`config.mk`:
```
export PLATFORM = sky130hd
export DESIGN_NAME = fpu_apu_resp_adapter_flat
export DESIGN_NICKNAME = d
export VERILOG_FILES = /design/src/rtl/fpu_interco_pkg.sv /design/src/rtl/fpu_apu_resp_adapter_if.sv /design/src/rtl/fpu_resp_fifo.sv /design/src/rtl/fpu_apu_resp_adapter.sv /design/src/flat_wrapper.sv
export SDC_FILE = /design/constraint.sdc
export NUM_CORES = 1
export LEC_CHECK = 0
export ABC_CLOCK_PERIOD_IN_PS = 2400
export BUFFER_PORTS_ARGS = -buffer_cell sky130_fd_sc_hd__buf_4
export CORE_ASPECT_RATIO = 0.8
export CORE_MARGIN = 4
export CORE_UTILIZATION = 44
export DETAILED_ROUTE_END_ITERATION = 8
export MAX_ROUTING_LAYER = met4
export PLACE_DENSITY = 0.75
export SETUP_SLACK_MARGIN = 0.15
export SLEW_MARGIN = 20
export SYNTH_ARGS = -nofsm -noshare
export SYNTH_HDL_FRONTEND = slang
export SYNTH_SLANG_ARGS = --single-unit
```
`constraint.sdc`:
```
create_clock -name clk -period 2.4 [get_ports clk]
set_input_delay 0 -clock clk [delete_from_list [all_inputs] [get_ports clk]]
set_output_delay 0 -clock clk [all_outputs]
set_load 0.1 [all_outputs]
```
`src/rtl/fpu_interco_pkg.sv`:
```
// Shared types and helpers for the FPU interconnect APU response adapter.
package fpu_interco_pkg;

   localparam int RESP_DATA_WIDTH  = 32;
   localparam int RESP_FLAGS_WIDTH = 5;
   localparam int RESP_ID_WIDTH    = 9;
   localparam int RESP_WIDTH       = RESP_DATA_WIDTH + RESP_FLAGS_WIDTH + RESP_ID_WIDTH;

   // One response as it travels back to the APU: result, status, transaction ID.
   typedef struct packed {
      logic [RESP_DATA_WIDTH-1:0]  data;
      logic [RESP_FLAGS_WIDTH-1:0] flags;
      logic [RESP_ID_WIDTH-1:0]    id;
   } apu_resp_t;

   // Width of a counter that must hold every value from 0 up to depth inclusive.
   function automatic int clog2_cnt(input int depth);
      return $clog2(depth + 1);
   endfunction

endpackage

```
`src/rtl/fpu_apu_resp_adapter_if.sv`:
```
// Bundle of the APU request/response port and the generic FPU core port.
//
// Handshakes: a transfer happens in a cycle where valid and ready are both 1.
// apu_req_i/apu_gnt_o and fpu_in_valid_o/fpu_in_ready_i form the request
// path; apu_rvalid_o/apu_rready_i form the response path, and the response
// payload stays stable while valid is high and ready is low.
// fpu_out_valid_i is never back-pressured (fpu_out_ready_o is tied to 1).
interface fpu_apu_resp_adapter_if #(
   parameter int ID_WIDTH        = 9,
   parameter int NB_ARGS         = 3,
   parameter int DATA_WIDTH      = 32,
   parameter int OPCODE_WIDTH    = 6,
   parameter int FLAGS_IN_WIDTH  = 15,
   parameter int FLAGS_OUT_WIDTH = 5
);
   logic                          apu_req_i;
   logic                          apu_gnt_o;
   logic [ID_WIDTH-1:0]           apu_ID_i;
   logic [NB_ARGS*DATA_WIDTH-1:0] apu_operands_i;
   logic [OPCODE_WIDTH-1:0]       apu_op_i;
   logic [FLAGS_IN_WIDTH-1:0]     apu_flags_i;
   logic                          apu_rready_i;
   logic                          apu_rvalid_o;
   logic [DATA_WIDTH-1:0]         apu_rdata_o;
   logic [FLAGS_OUT_WIDTH-1:0]    apu_rflags_o;
   logic [ID_WIDTH-1:0]           apu_rID_o;
   logic                          fpu_in_valid_o;
   logic                          fpu_in_ready_i;
   logic [NB_ARGS*DATA_WIDTH-1:0] fpu_operands_o;
   logic [OPCODE_WIDTH-1:0]       fpu_op_o;
   logic [FLAGS_IN_WIDTH-1:0]     fpu_flags_o;
   logic [ID_WIDTH-1:0]           fpu_tag_o;
   logic                          fpu_out_valid_i;
   logic                          fpu_out_ready_o;
   logic [DATA_WIDTH-1:0]         fpu_result_i;
   logic [FLAGS_OUT_WIDTH-1:0]    fpu_status_i;
   logic [ID_WIDTH-1:0]           fpu_tag_i;

   // Adapter view.
   modport slave (
      input  apu_req_i, apu_ID_i, apu_operands_i, apu_op_i, apu_flags_i, apu_rready_i,
             fpu_in_ready_i, fpu_out_valid_i, fpu_result_i, fpu_status_i, fpu_tag_i,
      output apu_gnt_o, apu_rvalid_o, apu_rdata_o, apu_rflags_o, apu_rID_o,
             fpu_in_valid_o, fpu_operands_o, fpu_op_o, fpu_flags_o, fpu_tag_o, fpu_out_ready_o
   );

   // Environment view (APU master plus FPU core).
   modport master (
      output apu_req_i, apu_ID_i, apu_operands_i, apu_op_i, apu_flags_i, apu_rready_i,
             fpu_in_ready_i, fpu_out_valid_i, fpu_result_i, fpu_status_i, fpu_tag_i,
      input  apu_gnt_o, apu_rvalid_o, apu_rdata_o, apu_rflags_o, apu_rID_o,
             fpu_in_valid_o, fpu_operands_o, fpu_op_o, fpu_flags_o, fpu_tag_o, fpu_out_ready_o
   );
endinterface

```
`src/rtl/fpu_resp_fifo.sv`:
```
// Generic synchronous FIFO; output comes straight from storage (no
// write-to-read bypass), pointers wrap modulo DEPTH so any DEPTH >= 2 works.
module fpu_resp_fifo
   import fpu_interco_pkg::*;
#(
   parameter int WIDTH = RESP_WIDTH,
   parameter int DEPTH = 4
) (
   input  logic                          clk,
   input  logic                          rst_n,
   input  logic                          push,
   input  logic [WIDTH-1:0]              wdata,
   input  logic                          pop,
   output logic [WIDTH-1:0]              rdata,
   output logic                          full,
   output logic                          empty,
   output logic [clog2_cnt(DEPTH)-1:0]   count
);
   localparam int PTR_WIDTH = $clog2(DEPTH);
   localparam int CNT_WIDTH = clog2_cnt(DEPTH);

   logic [WIDTH-1:0]     mem [DEPTH];
   logic [PTR_WIDTH-1:0] wr_ptr;
   logic [PTR_WIDTH-1:0] rd_ptr;
   logic [CNT_WIDTH-1:0] cnt;
   logic                 do_push;
   logic                 do_pop;

   function automatic logic [PTR_WIDTH-1:0] next_ptr(input logic [PTR_WIDTH-1:0] p);
      return (p == PTR_WIDTH'(DEPTH - 1)) ? '0 : p + PTR_WIDTH'(1);
   endfunction

   assign empty   = (cnt == '0);
   assign full    = (cnt == CNT_WIDTH'(DEPTH));
   assign count   = cnt;
   assign do_pop  = pop & ~empty;
   // A full FIFO still accepts a write when the head leaves in the same cycle.
   assign do_push = push & (~full | do_pop);
   // Empty reads return zero so the response bus is quiet when nothing is held.
   assign rdata   = empty ? '0 : mem[rd_ptr];

   // Storage write; contents need no reset because occupancy gates the output.
   always_ff @(posedge clk) begin
      if (do_push) mem[wr_ptr] <= wdata;
   end

   // Pointer and occupancy bookkeeping.
   always_ff @(posedge clk or negedge rst_n) begin
      if (!rst_n) begin
         wr_ptr <= '0;
         rd_ptr <= '0;
         cnt    <= '0;
      end else begin
         if (do_push) wr_ptr <= next_ptr(wr_ptr);
         if (do_pop)  rd_ptr <= next_ptr(rd_ptr);
         if (do_push && !do_pop)      cnt <= cnt + CNT_WIDTH'(1);
         else if (do_pop && !do_push) cnt <= cnt - CNT_WIDTH'(1);
      end
   end

   overflow_chk: assert property (@(posedge clk) disable iff (!rst_n) !(push && full && !pop));

endmodule

```
`src/rtl/fpu_apu_resp_adapter.sv`:
```
// Adapter between the APU master port and one FPU core. Requests pass straight
// through; a credit counter only lets a request go when a response slot is
// reserved, so core results are always absorbed by the response FIFO.
module fpu_apu_resp_adapter
   import fpu_interco_pkg::*;
#(
   parameter int ID_WIDTH        = 9,
   parameter int NB_ARGS         = 3,
   parameter int DATA_WIDTH      = 32,
   parameter int OPCODE_WIDTH    = 6,
   parameter int FLAGS_IN_WIDTH  = 15,
   parameter int FLAGS_OUT_WIDTH = 5,
   parameter int RESP_DEPTH      = 4
) (
   input  logic                                clk,
   input  logic                                rst_n,
   fpu_apu_resp_adapter_if.slave               bus,
   output logic [clog2_cnt(RESP_DEPTH)-1:0]    outstanding_o,
   output logic                                idle_o
);
   localparam int FIFO_WIDTH = DATA_WIDTH + FLAGS_OUT_WIDTH + ID_WIDTH;
   localparam int CNT_WIDTH  = clog2_cnt(RESP_DEPTH);

   logic                  credit_ok;
   logic                  gnt;
   logic                  pop;
   logic [CNT_WIDTH-1:0]  cnt;
   logic [FIFO_WIDTH-1:0] fifo_wdata;
   logic [FIFO_WIDTH-1:0] fifo_rdata;
   logic                  fifo_full;
   logic                  fifo_empty;
   logic [CNT_WIDTH-1:0]  fifo_count;

   // Request path: pure combinational forwarding, gated by credit.
   assign credit_ok          = (cnt < CNT_WIDTH'(RESP_DEPTH));
   assign bus.fpu_in_valid_o = bus.apu_req_i & credit_ok;
   assign gnt                = bus.apu_req_i & credit_ok & bus.fpu_in_ready_i;
   assign bus.apu_gnt_o      = gnt;
   assign bus.fpu_operands_o = bus.apu_operands_i;
   assign bus.fpu_op_o       = bus.apu_op_i;
   assign bus.fpu_flags_o    = bus.apu_flags_i;
   assign bus.fpu_tag_o      = bus.apu_ID_i;
   assign bus.fpu_out_ready_o = 1'b1;

   // Response path: FIFO head drives the APU response port.
   assign fifo_wdata       = {bus.fpu_result_i, bus.fpu_status_i, bus.fpu_tag_i};
   assign bus.apu_rvalid_o = ~fifo_empty;
   assign pop              = ~fifo_empty & bus.apu_rready_i;
   assign {bus.apu_rdata_o, bus.apu_rflags_o, bus.apu_rID_o} = fifo_rdata;

   fpu_resp_fifo #(
      .WIDTH (FIFO_WIDTH),
      .DEPTH (RESP_DEPTH)
   ) u_resp_fifo (
      .clk   (clk),
      .rst_n (rst_n),
      .push  (bus.fpu_out_valid_i),
      .wdata (fifo_wdata),
      .pop   (pop),
      .rdata (fifo_rdata),
      .full  (fifo_full),
      .empty (fifo_empty),
      .count (fifo_count)
   );

   // Credit counter: in-flight operations plus responses waiting in the FIFO.
   always_ff @(posedge clk or negedge rst_n) begin
      if (!rst_n) begin
         cnt <= '0;
      end else if (gnt && !pop) begin
         cnt <= cnt + CNT_WIDTH'(1);
      end else if (pop && !gnt && cnt != '0) begin
         cnt <= cnt - CNT_WIDTH'(1);
      end
   end

   assign outstanding_o = cnt;
   assign idle_o        = (cnt == '0);

   underflow_chk: assert property (@(posedge clk) disable iff (!rst_n) !(pop && !gnt && cnt == '0));
   // Every queued response was counted when its request was granted.
   fifo_in_credit_chk: assert property (@(posedge clk) disable iff (!rst_n) fifo_count <= cnt);
   full_means_no_credit_chk: assert property (@(posedge clk) disable iff (!rst_n) !(fifo_full && credit_ok));

endmodule

```
`src/flat_wrapper.sv`:
```
// flat-port wrapper written by rule: the top's interface ports become plain ports
module fpu_apu_resp_adapter_flat import fpu_interco_pkg::*;
#(
   parameter int ID_WIDTH        = 9,
   parameter int NB_ARGS         = 3,
   parameter int DATA_WIDTH      = 32,
   parameter int OPCODE_WIDTH    = 6,
   parameter int FLAGS_IN_WIDTH  = 15,
   parameter int FLAGS_OUT_WIDTH = 5,
   parameter int RESP_DEPTH      = 4
)
  (clk, rst_n, outstanding_o, idle_o, bus_apu_req_i, bus_apu_ID_i, bus_apu_operands_i, bus_apu_op_i, bus_apu_flags_i, bus_apu_rready_i, bus_fpu_in_ready_i, bus_fpu_out_valid_i, bus_fpu_result_i, bus_fpu_status_i, bus_fpu_tag_i, bus_apu_gnt_o, bus_apu_rvalid_o, bus_apu_rdata_o, bus_apu_rflags_o, bus_apu_rID_o, bus_fpu_in_valid_o, bus_fpu_operands_o, bus_fpu_op_o, bus_fpu_flags_o, bus_fpu_tag_o, bus_fpu_out_ready_o);
  fpu_apu_resp_adapter_if #(.ID_WIDTH(ID_WIDTH), .NB_ARGS(NB_ARGS), .DATA_WIDTH(DATA_WIDTH), .OPCODE_WIDTH(OPCODE_WIDTH), .FLAGS_IN_WIDTH(FLAGS_IN_WIDTH), .FLAGS_OUT_WIDTH(FLAGS_OUT_WIDTH)) bus_i ();
  input  logic clk;
  input  logic rst_n;
  output logic [clog2_cnt(RESP_DEPTH)-1:0] outstanding_o;
  output logic idle_o;
  input wire logic [$bits(bus_i.apu_req_i)-1:0] bus_apu_req_i;
  input wire logic [$bits(bus_i.apu_ID_i)-1:0] bus_apu_ID_i;
  input wire logic [$bits(bus_i.apu_operands_i)-1:0] bus_apu_operands_i;
  input wire logic [$bits(bus_i.apu_op_i)-1:0] bus_apu_op_i;
  input wire logic [$bits(bus_i.apu_flags_i)-1:0] bus_apu_flags_i;
  input wire logic [$bits(bus_i.apu_rready_i)-1:0] bus_apu_rready_i;
  input wire logic [$bits(bus_i.fpu_in_ready_i)-1:0] bus_fpu_in_ready_i;
  input wire logic [$bits(bus_i.fpu_out_valid_i)-1:0] bus_fpu_out_valid_i;
  input wire logic [$bits(bus_i.fpu_result_i)-1:0] bus_fpu_result_i;
  input wire logic [$bits(bus_i.fpu_status_i)-1:0] bus_fpu_status_i;
  input wire logic [$bits(bus_i.fpu_tag_i)-1:0] bus_fpu_tag_i;
  output wire logic [$bits(bus_i.apu_gnt_o)-1:0] bus_apu_gnt_o;
  output wire logic [$bits(bus_i.apu_rvalid_o)-1:0] bus_apu_rvalid_o;
  output wire logic [$bits(bus_i.apu_rdata_o)-1:0] bus_apu_rdata_o;
  output wire logic [$bits(bus_i.apu_rflags_o)-1:0] bus_apu_rflags_o;
  output wire logic [$bits(bus_i.apu_rID_o)-1:0] bus_apu_rID_o;
  output wire logic [$bits(bus_i.fpu_in_valid_o)-1:0] bus_fpu_in_valid_o;
  output wire logic [$bits(bus_i.fpu_operands_o)-1:0] bus_fpu_operands_o;
  output wire logic [$bits(bus_i.fpu_op_o)-1:0] bus_fpu_op_o;
  output wire logic [$bits(bus_i.fpu_flags_o)-1:0] bus_fpu_flags_o;
  output wire logic [$bits(bus_i.fpu_tag_o)-1:0] bus_fpu_tag_o;
  output wire logic [$bits(bus_i.fpu_out_ready_o)-1:0] bus_fpu_out_ready_o;
  assign bus_i.apu_req_i = bus_apu_req_i;
  assign bus_i.apu_ID_i = bus_apu_ID_i;
  assign bus_i.apu_operands_i = bus_apu_operands_i;
  assign bus_i.apu_op_i = bus_apu_op_i;
  assign bus_i.apu_flags_i = bus_apu_flags_i;
  assign bus_i.apu_rready_i = bus_apu_rready_i;
  assign bus_i.fpu_in_ready_i = bus_fpu_in_ready_i;
  assign bus_i.fpu_out_valid_i = bus_fpu_out_valid_i;
  assign bus_i.fpu_result_i = bus_fpu_result_i;
  assign bus_i.fpu_status_i = bus_fpu_status_i;
  assign bus_i.fpu_tag_i = bus_fpu_tag_i;
  assign bus_apu_gnt_o = bus_i.apu_gnt_o;
  assign bus_apu_rvalid_o = bus_i.apu_rvalid_o;
  assign bus_apu_rdata_o = bus_i.apu_rdata_o;
  assign bus_apu_rflags_o = bus_i.apu_rflags_o;
  assign bus_apu_rID_o = bus_i.apu_rID_o;
  assign bus_fpu_in_valid_o = bus_i.fpu_in_valid_o;
  assign bus_fpu_operands_o = bus_i.fpu_operands_o;
  assign bus_fpu_op_o = bus_i.fpu_op_o;
  assign bus_fpu_flags_o = bus_i.fpu_flags_o;
  assign bus_fpu_tag_o = bus_i.fpu_tag_o;
  assign bus_fpu_out_ready_o = bus_i.fpu_out_ready_o;
  fpu_apu_resp_adapter #(.ID_WIDTH(ID_WIDTH), .NB_ARGS(NB_ARGS), .DATA_WIDTH(DATA_WIDTH), .OPCODE_WIDTH(OPCODE_WIDTH), .FLAGS_IN_WIDTH(FLAGS_IN_WIDTH), .FLAGS_OUT_WIDTH(FLAGS_OUT_WIDTH), .RESP_DEPTH(RESP_DEPTH)) u_core (.clk(clk), .rst_n(rst_n), .bus(bus_i), .outstanding_o(outstanding_o), .idle_o(idle_o));
endmodule
```
# Yosys cells after proc, flatten, opt, wreduce, memory -nomap -nowiden
# Memories as Yosys holds them, arrays and structs flattened.
# Cells that the tools add are included.
# word_totals
reg_bits,10
mem_bits_rw,184
input_bits,178
word_cells,46
n_memories,1
# mem_list
name,depth,word_bits,read_ports,rd_clocked_by_memory_dff,write_ports,line,rtl
u_core.u_resp_fifo.mem,4,46,1,0,1,fpu_resp_fifo.sv:22,logic [WIDTH-1:0] mem [DEPTH];
# op_classes
n_addsub,6
n_lt_le_gt_ge,1
n_eq_ne,3
n_mux,9
bitwise,8
n_reduce_logical,14
# ops
cell,n
2-to-1 mux 46 bit,1
2-to-1 mux 3 bit,4
"adder 3 x 1 -> 3 bit, second input constant",2
logical NOT 3 bit,2
"subtractor 3 x 1 -> 3 bit, second input constant",2
bitwise AND 1 bit,5
logical AND 1 bit,5
"adder 2 x 1 -> 2 bit, second input constant",2
"equality test 2 bit, second input constant",2
logical NOT 1 bit,4
2-to-1 mux 2 bit,2
nonzero test 2 bit,2
"equality test 3 bit, second input constant",1
"less-than comparator 3 bit, second input constant",1
nonzero test 3 bit,1
2-to-1 mux 1 bit,2
NOT 1 bit,2
bitwise OR 1 bit,1

# Logic depth before layout (Yosys ltp)
# logic_depth
word_depth,10
ltp_mapped,8

# Hierarchy
# From an unflattened synthesis, not the netlist that was laid out.
# hier_totals
cells_unflattened,480
area_unflattened_um2,8558.2
# by_module_without_submodules
mod,instances,cells_each,area_each_um2,seq_area_each_um2
fpu_resp_fifo,1,328,7372.1,5700.5
fpu_apu_resp_adapter,1,152,1186.1,75.1

# Worst setup path before layout
# No wires, ideal clock.
# synth_path
kind,register -> register
start,reg u_core.cnt[0] (netlist: u_core.outstanding_o[0])
end,reg u_core.cnt[1] (netlist: u_core.outstanding_o[1])
arrival_time_ns,3.741
path_slack_ns,-1.467
stages_incl_launch_ff,5
n_path_buf,0
period_less_slack_ns,3.867
cell_sequence,dfrtp_1 -> nor3_1 -> nor3_2 -> a21oi_2 -> mux2_4
# synth_between
elab_chain_len,7
# synth_rtl
item,line,rtl
"start, declared",fpu_apu_resp_adapter.sv:27,logic [CNT_WIDTH-1:0] cnt;
"start signal, assigned",fpu_apu_resp_adapter.sv:71,cnt <= cnt + CNT_WIDTH'(1);
"start signal, assigned",fpu_apu_resp_adapter.sv:73,cnt <= cnt - CNT_WIDTH'(1);
less-than comparator 3 bit,fpu_apu_resp_adapter.sv:35,assign credit_ok = (cnt < CNT_WIDTH'(RESP_DEPTH));
bitwise AND 1 bit (2 in series),fpu_apu_resp_adapter.sv:37,assign gnt = bus.apu_req_i & credit_ok & bus.fpu_in_ready_i;
logical NOT 1 bit,fpu_apu_resp_adapter.sv:72,end else if (pop && !gnt && cnt != '0) begin
logical AND 1 bit (2 in series),fpu_apu_resp_adapter.sv:72,
nonzero test 2 bit (no line),-,
# Several ways; a longest one is shown, not always the timed one. The select of a mux whose other input is x is not followed.
# A chain may end at the register's enable or synchronous reset.

# Worst setup path after layout
# layout_path
start,reg u_core.u_resp_fifo.rd_ptr[0]
end,out bus_apu_rID_o[8]
# layout_between
elab_chain_len,2
# layout_rtl
item,line,rtl
"start, declared",fpu_resp_fifo.sv:24,logic [PTR_WIDTH-1:0] rd_ptr;
"start signal, assigned",fpu_resp_fifo.sv:55,if (do_pop) rd_ptr <= next_ptr(rd_ptr);
memory (4 x 46 bit),-,
2-to-1 mux 46 bit,fpu_resp_fifo.sv:40,assign rdata = empty ? '0 : mem[rd_ptr];
"end, declared",flat_wrapper.sv:33,output wire logic [$bits(bus_i.apu_rID_o)-1:0] bus_apu_rID_o;
# Every way passes these cells.

==> impl_summary.txt <==
----------------------------------------------------
[Final layout]
  Ratio of cells with drive above 1 in the final layout ... 45.11%
  Area added between synthesis and finish ... 15.81%
  Number of nets in the layout ... 707
  Number of inserted diodes ... 0

[Critical path]
  Endpoint class of the critical path ... output pin
  Slowest cell delay on critical path ... between 0.5 and 0.6 ns
  R2R depth ... 6
  Series of cell instances along the critical path ... buf_6, mux4_2, and2b_1, buf_4
  WS Path Type ... reg2out
  Worst-case register-to-register setup slack ... approximately 0.29 ns
  Origin of the worst setup path ... u_core.u_resp_fifo.rd_ptr[0]
  Startpoint of the lowest-slack register-to-register path ... u_core.u_resp_fifo.count[2]
  Category of the worst setup path launch point ... flip-flop
  Largest fanout of any net on the critical path ... 23
  Worst path required time ... between 2 and 2.5 ns
  Setup crit end ... bus_apu_rID_o[8]
  Data arrival time of the critical path ... 2.14 ns
  Slowest stage cell on the critical path ... mux4_2
  Endpoint of the lowest-slack register-to-register path ... u_core.u_resp_fifo.count[1]

[Floorplanning]
  Horiz. Die Dim ... 163.7 um
  Initial core utilization ... 44.84%
  Area enclosed by the die boundary ... between 20000 and 25000 um2
  Placement Rows ... between 40 and 50
  Die Ht ... around 130 um
  Std-Cell Core Area ... 19030 um2
  Count of boundary I/O pins ... about 360

[Logic synthesis]
  Leading post-synthesis cells by cell area ... edfxtp_1 65%, mux4_2 12%, buf_4 11%
  Most instantiated flip-flop cell in the synthesis netlist ... edfxtp_1
  Post-synthesis cell count ... 476
  Post-synth EDFFs ... 184
  Area share of the largest cell type after synthesis ... 64.75%
  Count of distinct cell types in the synthesized netlist ... 30
  Fraction of registers with async set or reset after synthesis ... between 5 and 6%
  Total of flip-flops plus latches after synthesis ... between 150 and 200
  Average footprint of a synthesized cell ... 17.93 um2
  Mapped Nets ... between 600 and 700
  Sequential share of the synthesized area ... 67.68%
  Count of synthesis-stage warnings from yosys ... 0
  Largest area contributor in the synthesized netlist ... edfxtp_1
  Post-synthesis instance area ... about 8500 um2

[Place]
  Post-DP HPWL ... about 17000 um
  Final weighted congestion of routability-driven global placement ... between 0.8 and 0.9
  Input/output buffers ... ~100
  Worst slack at placement ... 0.2426 ns

[STA]
  RSZ-0062 raised after global routing ... no
  Sum of negative setup slack ... 0 ns
  Post-layout worst setup margin ... 0.2612 ns
  Clk_skew ... 0.008747 ns
  Number of pins with negative max-slew slack in the final report ... 0
  Share of the clock period used by the worst path ... 89.12%
  Worst slew margin ... 62.88%
  Actual transition at the worst max-transition pin ... 0.5568 ns
  Number of hold-slack violations in the final timing report ... 0
  Finish-stage setup viols ... 0
  Fmax achieved ... around 470 MHz
  Final critical delay including setup and external delays ... 2.139 ns

[Clock network]
  Clk buf depth ... 2
  Root buffer cell ... clkbuf_16
  Sinks on the clock net ... 194
  Clock latency at the later pin of the worst-skew pair ... 0.42 ns
  Total clock buffers created by CTS ... 17
  CTS tree ... done
  Clock-pin slew reported for the worst setup and hold paths after clock tree synthesis ... 0.06 ns
  CTS HTree Levels ... 4

[Routing]
  Routed vias/inst ... 5.137
  Number of nets with antenna violations after detailed routing ... 0
  Iter 0 DRT Violations ... 250
  Number of iterations in the first detailed-routing pass ... 4
  Mean routed wirelength per cell ... between 20 and 30 um
  Routed wire length ... 22280 um
  Detailed-route via count ... 4058
  Remaining DRCs ... 0

[Worst hold path]
  Launch point of the worst hold path ... bus_apu_operands_i[86]
  Hold Path Class ... in2out

[Global route]
  Wire length of the first global-routing pass ... 31010 um
  GRT Residual Overflow ... 0
  Number of global-route vias before repair ... around 4.3k
  Aggregate global-route resource usage ... 20.81%
  Number of antenna violations at the first check in global routing ... 0
  Largest net degree at the start of global routing ... 36

[Run status]
  Outcome ... finished, final reports clean

[Flow run]
  Number of maximum-capacitance constraint violations ... 0

----------------------------------------------------
-- per-layer routing --
metal,up-vias,wire [um],track usage (%)
met5,-,0,-
met1,2042,6975,20.35
met2,254,10700,31.57
met4,0,524,5.962
li1,1734,-,-
met3,28,4088,16.82
-- area by class of cell --
class,instances,area (um2)
Fill cell,1514,9149
Sequential cell,194,5787
Multi-Input combinational cell,134,1777
Timing Repair Buffer,169,1443
Clock buffer,18,429.2
Tap cell,258,322.8
Clock inverter,12,105.1
Inverter,5,18.77
-- worst max-delay path: cells and delay by family (launching register included) --
family / cells / cell delay [ns]
mux: 1 / 0.54
simple gates: 1 / 0.19
buf+inv: 2 / 0.54
flops: 1 / 0.43
-- synthesized netlist by cell type (all sizes together) (4+ instances only) --
master / count
and2: 4
and2b: 6
buf: 139
ha: 6
dfrtp: 10
nor2b: 41
nand2: 4
mux4: 46
nor3: 4
edfxtp: 184
clkbuf: 4
inv: 5
-- cells by family after synthesis --
kind of cell / count (synthesis) / synth area share, %
flops: 194 / 67.68
buf+inv: 148 / 12.54
simple gates: 65 / 4.648
mux: 49 / 12.58
fa+ha+maj: 8 / 1.349
compound gates: 7 / 0.7478
xor+xnor: 4 / 0.4106
other cells: 1 / 0.04395
-- sequential cells by signal (all words and copies together), names as in the netlist --
register,cells
u_core.outstanding_o,3
u_core.u_resp_fifo.rd_ptr,2
u_core.u_resp_fifo.mem,184
u_core.u_resp_fifo.wr_ptr,2
u_core.u_resp_fifo.count,3
-- metrics by stage --
step | cells | instance area (um2) | utilization, % | hold slack [ns]
global route | 790 | 9882 | 51.93 | 0.0004512
finish | 790 | 9882 | 51.93 | 0.0001305
global placement | 710 | 8846 | 46.48 | -0.1621
CTS | 788 | 9867 | 51.85 | 0.0006813
detailed placement | 710 | 8846 | 46.48 | -0.1595
floorplan | 476 | 8621 | - | -0.2956
-- cells in the final DEF, fill, tap and decap left out, types with 5 or more instances in the layout --
master           n
ha_1             6
inv_1            5
dlygate4sd3_1   48
buf_4          116
and2b_1          6
nor2b_1         14
edfxtp_1       184
nor2b_2         27
mux4_2          46
dfrtp_1          5
clkbuf_16       17
-- worst min path at each step --
stage / to / cells after the start / slack (ns)
floorplan: u_core.outstanding_o[0] / 0 / -0.30
global placement: u_core.outstanding_o[2] / 1 / -0.16
detailed placement: u_core.outstanding_o[2] / 1 / -0.16
CTS: bus_fpu_operands_o[86] / 0 / 0.0007
global route: bus_fpu_operands_o[82] / 0 / 0.0005
finish: bus_fpu_operands_o[86] / 0 / 0.0001
-- timing repair --
| action | 4_1_cts | 5_1_grt |
|---|---|---|
| buffers inserted | 0 | 2 |
| endpoints found under the setup margin | 21 | 1 |
| pin swaps | 0 | 1 |
| gates cloned | 0 | 0 |
| hold buffers | 48 | 0 |
| gates resized for setup | 2 | 0 |
| endpoints found under the hold margin | 194 | 0 |
Power is not shown: default switching activity piles up to over one toggle a cycle in this logic, so the estimate is an artifact.
